$ cat src/rtl/serial_mag_comparator.sv
// Serial word magnitude comparator: folds per-bit L/E/G results (MSB first) into a lt/eq/gt word result.
// Optional macro SERIAL_CMP_ONEHOT_CHECK_EN flags words containing non-one-hot L/E/G encodings on err.
module serial_mag_comparator #(
  parameter int WIDTH = 8
) (
  input  logic clk,
  input  logic rst,
  input  logic start,
  input  logic bit_valid,
  input  logic bit_l,
  input  logic bit_e,
  input  logic bit_g,
  output logic busy,
  output logic lt,
  output logic eq,
  output logic gt,
  output logic done,
  output logic err
);

  localparam int CNT_W = $clog2(WIDTH) + 1;
  localparam logic [CNT_W-1:0] LAST_IDX = CNT_W'(WIDTH - 1);

  typedef enum logic {IDLE, ACCUM} state_t;
  typedef enum logic [1:0] {RES_EQUAL, RES_LESS, RES_GREATER} result_t;

  state_t           state_reg, state_next;
  logic [CNT_W-1:0] count_reg, count_next;
  logic             decided_reg, decided_next;
  result_t          result_reg, result_next;
  logic             lt_reg, lt_next;
  logic             eq_reg, eq_next;
  logic             gt_reg, gt_next;
  logic             done_reg, done_next;

  // Result after folding in the bit consumed this cycle.
  result_t          bit_result;
  logic             bit_decided;

`ifdef SERIAL_CMP_ONEHOT_CHECK_EN
  logic bad_reg, bad_next;
  logic err_reg, err_next;
  logic bit_onehot;
  logic word_bad;

  assign bit_onehot = ({bit_l, bit_e, bit_g} == 3'b100) ||
                      ({bit_l, bit_e, bit_g} == 3'b010) ||
                      ({bit_l, bit_e, bit_g} == 3'b001);
  assign err = err_reg;
`else
  // Equal bits leave the result untouched, so bit_e carries no information here.
  logic unused_bit_e;
  assign unused_bit_e = bit_e;
  assign err = 1'b0;
`endif

  assign busy = (state_reg == ACCUM);
  assign lt   = lt_reg;
  assign eq   = eq_reg;
  assign gt   = gt_reg;
  assign done = done_reg;

  always_ff @(posedge clk) begin
    if (rst) begin
      state_reg   <= IDLE;
      count_reg   <= '0;
      decided_reg <= 1'b0;
      result_reg  <= RES_EQUAL;
      lt_reg      <= 1'b0;
      eq_reg      <= 1'b0;
      gt_reg      <= 1'b0;
      done_reg    <= 1'b0;
`ifdef SERIAL_CMP_ONEHOT_CHECK_EN
      bad_reg     <= 1'b0;
      err_reg     <= 1'b0;
`endif
    end else begin
      state_reg   <= state_next;
      count_reg   <= count_next;
      decided_reg <= decided_next;
      result_reg  <= result_next;
      lt_reg      <= lt_next;
      eq_reg      <= eq_next;
      gt_reg      <= gt_next;
      done_reg    <= done_next;
`ifdef SERIAL_CMP_ONEHOT_CHECK_EN
      bad_reg     <= bad_next;
      err_reg     <= err_next;
`endif
    end
  end

  always_comb begin
    state_next   = state_reg;
    count_next   = count_reg;
    decided_next = decided_reg;
    result_next  = result_reg;
    lt_next      = lt_reg;
    eq_next      = eq_reg;
    gt_next      = gt_reg;
    done_next    = 1'b0;
    bit_result   = result_reg;
    bit_decided  = decided_reg;
`ifdef SERIAL_CMP_ONEHOT_CHECK_EN
    bad_next     = bad_reg;
    err_next     = err_reg;
    word_bad     = bad_reg | ~bit_onehot;
`endif

    case (state_reg)
      IDLE: begin
        if (start) begin
          state_next   = ACCUM;
          count_next   = '0;
          decided_next = 1'b0;
          result_next  = RES_EQUAL;
`ifdef SERIAL_CMP_ONEHOT_CHECK_EN
          bad_next     = 1'b0;
`endif
        end
      end

      ACCUM: begin
        if (bit_valid) begin
          // First non-equal bit wins; L takes priority over G on malformed input.
          if (!decided_reg) begin
            if (bit_l) begin
              bit_result  = RES_LESS;
              bit_decided = 1'b1;
            end else if (bit_g) begin
              bit_result  = RES_GREATER;
              bit_decided = 1'b1;
            end
          end
          count_next   = count_reg + CNT_W'(1);
          result_next  = bit_result;
          decided_next = bit_decided;
`ifdef SERIAL_CMP_ONEHOT_CHECK_EN
          bad_next     = word_bad;
`endif
          if (count_reg == LAST_IDX) begin
            state_next = IDLE;
            done_next  = 1'b1;
            lt_next    = (bit_result == RES_LESS);
            eq_next    = (bit_result == RES_EQUAL);
            gt_next    = (bit_result == RES_GREATER);
`ifdef SERIAL_CMP_ONEHOT_CHECK_EN
            err_next   = word_bad;
            if (word_bad) begin
              lt_next = 1'b0;
              eq_next = 1'b0;
              gt_next = 1'b0;
            end
`endif
          end
        end
      end

      default: state_next = IDLE;
    endcase
  end

endmodule
$ cat config.mk
export PLATFORM = sky130hd
export DESIGN_NAME = serial_mag_comparator
export DESIGN_NICKNAME = d
export VERILOG_FILES = /design/src/rtl/serial_mag_comparator.sv
export SDC_FILE = /design/constraint.sdc
export NUM_CORES = 1
export LEC_CHECK = 0
export BUFFER_PORTS_ARGS = -buffer_cell sky130_fd_sc_hd__buf_2
export CORE_ASPECT_RATIO = 0.75
export CORE_UTILIZATION = 30
export CTS_BUF_LIST = sky130_fd_sc_hd__clkbuf_8
export DETAILED_ROUTE_END_ITERATION = 10
export GPL_ROUTABILITY_DRIVEN = 0
export PLACE_DENSITY = 0.61
export REMOVE_ABC_BUFFERS = 1
export SYNTH_ARGS = -nofsm -noshare
export SYNTH_HDL_FRONTEND = slang
export SYNTH_SLANG_ARGS = --single-unit
$ cat constraint.sdc
create_clock -name clk -period 1.2 [get_ports clk]
set_input_delay 0.24 -clock clk [delete_from_list [all_inputs] [get_ports clk]]
set_output_delay 0.24 -clock clk [all_outputs]
set_load 0.02 [all_outputs]
==> impl_metrics.env <==
export IMPL_yosys_area_top_type="dfxtp_1"
export IMPL_fin_ws_ps=70.49
export IMPL_r2r_slack_ps=70
export IMPL_grt_max_degree=14
export IMPL_postRouteWirelength_mm=1.219
export IMPL_crit_path_end_kind="register"
export IMPL_holdCritStartpoint="rst"
export IMPL_synth_area_leaders="dfxtp_1 42%, a21oi_1 7.1%, nor2_1 4.0%"
export IMPL_vias=536
export IMPL_syn_inst=67
export IMPL_syn2layout_area_growth_pct=25.22
export IMPL_diodes=0
export IMPL_die_y_um=39.60
export IMPL_drc=0
export IMPL_rsz0062_at_grt="no"
export IMPL_fin_nets=89
export IMPL_numPortBuffers=10
export IMPL_pwr_share_comb_pct=9.1
export IMPL_cts_num_sinks=12
export IMPL_final_common_cell="buf_2"
export IMPL_crit_required_ps=1380
export IMPL_first_pass_iters=4
export IMPL_netSwitchingFraction_pct=22.07
export IMPL_power_frac_seq_pct=44.4
export IMPL_drive_above_1_share_pct=30.00
export IMPL_grt_pass1_vias=431
export IMPL_start_util_pct=32.19
export IMPL_cts_buffer_depth=2
export IMPL_grt_pass1_wl_mm=1.897
export IMPL_yosys_register_bits=12
export IMPL_post_route_min_period_ps=1130
export IMPL_rows=13
export IMPL_tritoncts="yes"
export IMPL_skew_ps=2.362
export IMPL_drtAntennaViolNets=0
export IMPL_finalHoldViolCount=0
export IMPL_drt_iter0_drc=7
export IMPL_synth_edf_count=0
export IMPL_critPathMaxStageDelay_ps=340
export IMPL_slowest_stage="dfxtp_2"
export IMPL_r2r_cells=4
export IMPL_syn_avg_cell_area_um2=8.441
export IMPL_die_area_um2=2065
export IMPL_ios=13
export IMPL_layout_common_cells="10 x buf_2, 9 x dfxtp_1, 8 x a21oi_1"
export IMPL_seq_area_frac_synth_pct=42.48
export IMPL_grt_usage_pct=13.58
export IMPL_antenna_found_initial=0
export IMPL_cts_root_buf="clkbuf_8"
export IMPL_period_share_pct=94.13
export IMPL_slew_viol_final=0
export IMPL_worst_hold_path_type="in2reg"
export IMPL_pre_cts_ws_ps=27.39
export IMPL_yosysWarnings=0
export IMPL_r2r_start="count_reg[1]$_SDFFE_PP0P_"
export IMPL_timing_fmax_mhz=885.3
export IMPL_cp_cell_sequence="ha_2 -> and3b_2 -> o2111ai_1 -> a21oi_1"
export IMPL_p_int_mw=0.7328
export IMPL_wl_per_cell_um=11.95
export IMPL_synthArstFlopShare_pct=0
export IMPL_cts_reportedPaths_clkPinSlew_ps=50
export IMPL_synth_top_area_share_pct=42.48
export IMPL_whs_path_depth=2
export IMPL_core_area_um2=1757
export IMPL_peakVddDrop_mv=0.5814
export IMPL_worstPathArrival_ps=1310
export IMPL_p_sw_mw=0.2076
export IMPL_status="complete, no violations"
export IMPL_rr_endpoint="eq$_SDFFE_PP0P_"
export IMPL_worstSkewPairLatency_ps=240
export IMPL_synth_ff_type="dfxtp_1"
export IMPL_post_cts_buffers=0
export IMPL_cap_violations=0
export IMPL_synthDistinctLibCells=27
export IMPL_finalSetupViolations=0
export IMPL_die_x_um=52.14
export IMPL_dpl_hpwl_um=862.1
export IMPL_final_setup_tns_ps=0
export IMPL_cts_htree_levels=1
export IMPL_power_leakage_nw=0.2724
export IMPL_netlist_area_um2=565.5
export IMPL_grt_remaining_overflow=0
export IMPL_start_kind="register"
export IMPL_powerDensity_nw_per_um2=1328
export IMPL_largest_reg_flops=4
export IMPL_cts_buffers=3
export IMPL_viasPerCell=5.255
export IMPL_crit_fanout=4
export IMPL_min_to="count_reg[0]$_SDFFE_PP0P_"
export IMPL_critPathKind="reg2reg"
export IMPL_clkPwrFrac_pct=46.5
-- stage by stage --
step / total power, mW / instances / util (%) / hold WS [ps] / area [um^2]
global placement: 0.5041 / 98 / 36.47 / 456.5 / 640.6
CTS: 0.9463 / 102 / 39.60 / 317.4 / 695.7
floorplan: 0.4659 / 63 / - / 309.1 / 540.5
global route: 0.9772 / 102 / 40.31 / 334.0 / 708.2
finish: 0.9404 / 102 / 40.31 / 322.6 / 708.2
detailed placement: 0.5052 / 98 / 36.47 / 466.4 / 640.6
-- per-layer routing --
metal  wire [um]  GRT usage, %  part of all wire [%]
met1         607         18.59                    50
met5           0             0                     0
met2         493         17.95                    40
met3         112         6.977                   9.2
met4           6         3.947                  0.49
-- logic make-up after synthesis --
| kind of cell | count (synthesis) | share of synthesized area, % |
|---|---|---|
| AO/OA/AOI/OAI | 21 | 22.57 |
| adder cells (fa/ha/maj) | 1 | 2.212 |
| buffers and inverters | 6 | 5.750 |
| flip-flops | 12 | 42.48 |
| multiplexers | 2 | 3.540 |
| other | 1 | 0.6631 |
| AND/OR/NAND/NOR | 24 | 22.79 |
-- final cells by class --
cell class,count,area (um^2)
Fill cell,186,1049
Multi-Input combinational cell,49,301.5
Sequential cell,12,244.0
Timing Repair Buffer,13,72.57
Clock buffer,4,55.05
Tap cell,22,27.53
Inverter,2,7.507
-- synthesized netlist by cell type (2+ instances only) --
master,instances
dfxtp_1,12
a21oi_1,8
nor2_1,6
nand2_1,4
o21ai_0,4
nor2b_1,3
a211oi_1,2
a31oi_1,2
buf_4,2
inv_1,2
mux2i_1,2
nand2b_1,2
nand3b_1,2
nor3_1,2
o2111ai_1,2
-- how the worst max path moves through the flow --
| stage | startpoint | endpoint | slack (ps) | cells past startpoint |
|---|---|---|---|---|
| after global placement | count_reg[1]$_SDFFE_PP0P_ | gt$_SDFFE_PP0P_ | 20 | 4 |
| after global routing | count_reg[1]$_SDFFE_PP0P_ | gt$_SDFFE_PP0P_ | 20 | 4 |
| after floorplan | busy$_SDFF_PP0_ | count_reg[2]$_SDFFE_PP0P_ | 30 | 3 |
| after CTS | count_reg[0]$_SDFFE_PP0P_ | gt$_SDFFE_PP0P_ | 3 | 4 |
| after detailed placement | count_reg[0]$_SDFFE_PP0P_ | gt$_SDFFE_PP0P_ | 30 | 4 |
| final | count_reg[1]$_SDFFE_PP0P_ | eq$_SDFFE_PP0P_ | 70 | 4 |
-- critical path, delay by kind of cell (launching register included) --
kind	cells	cell delay (ps)
DFF	1	340
AOI/OAI and AO/OA	2	300
and+or+nand+nor	1	220
adders and majority gates	1	210
-- power by group through the flow --
stage,logic (mW),clock network [mW],registers (mW)
3_3_place_gp,0.0799,0,0.424
4_1_cts,0.0807,0.449,0.416
6_report,0.0854,0.437,0.418
5_1_grt,0.0936,0.465,0.419
3_5_place_dp,0.0808,0,0.424
2_1_floorplan,0.0384,0,0.427
-- repair_timing --
action | in CTS | in global routing
hold buffers | 0 | 0
resized for setup | 0 | 8
endpoints found under the setup margin | 0 | 4
(Power assumes the default switching activity.)
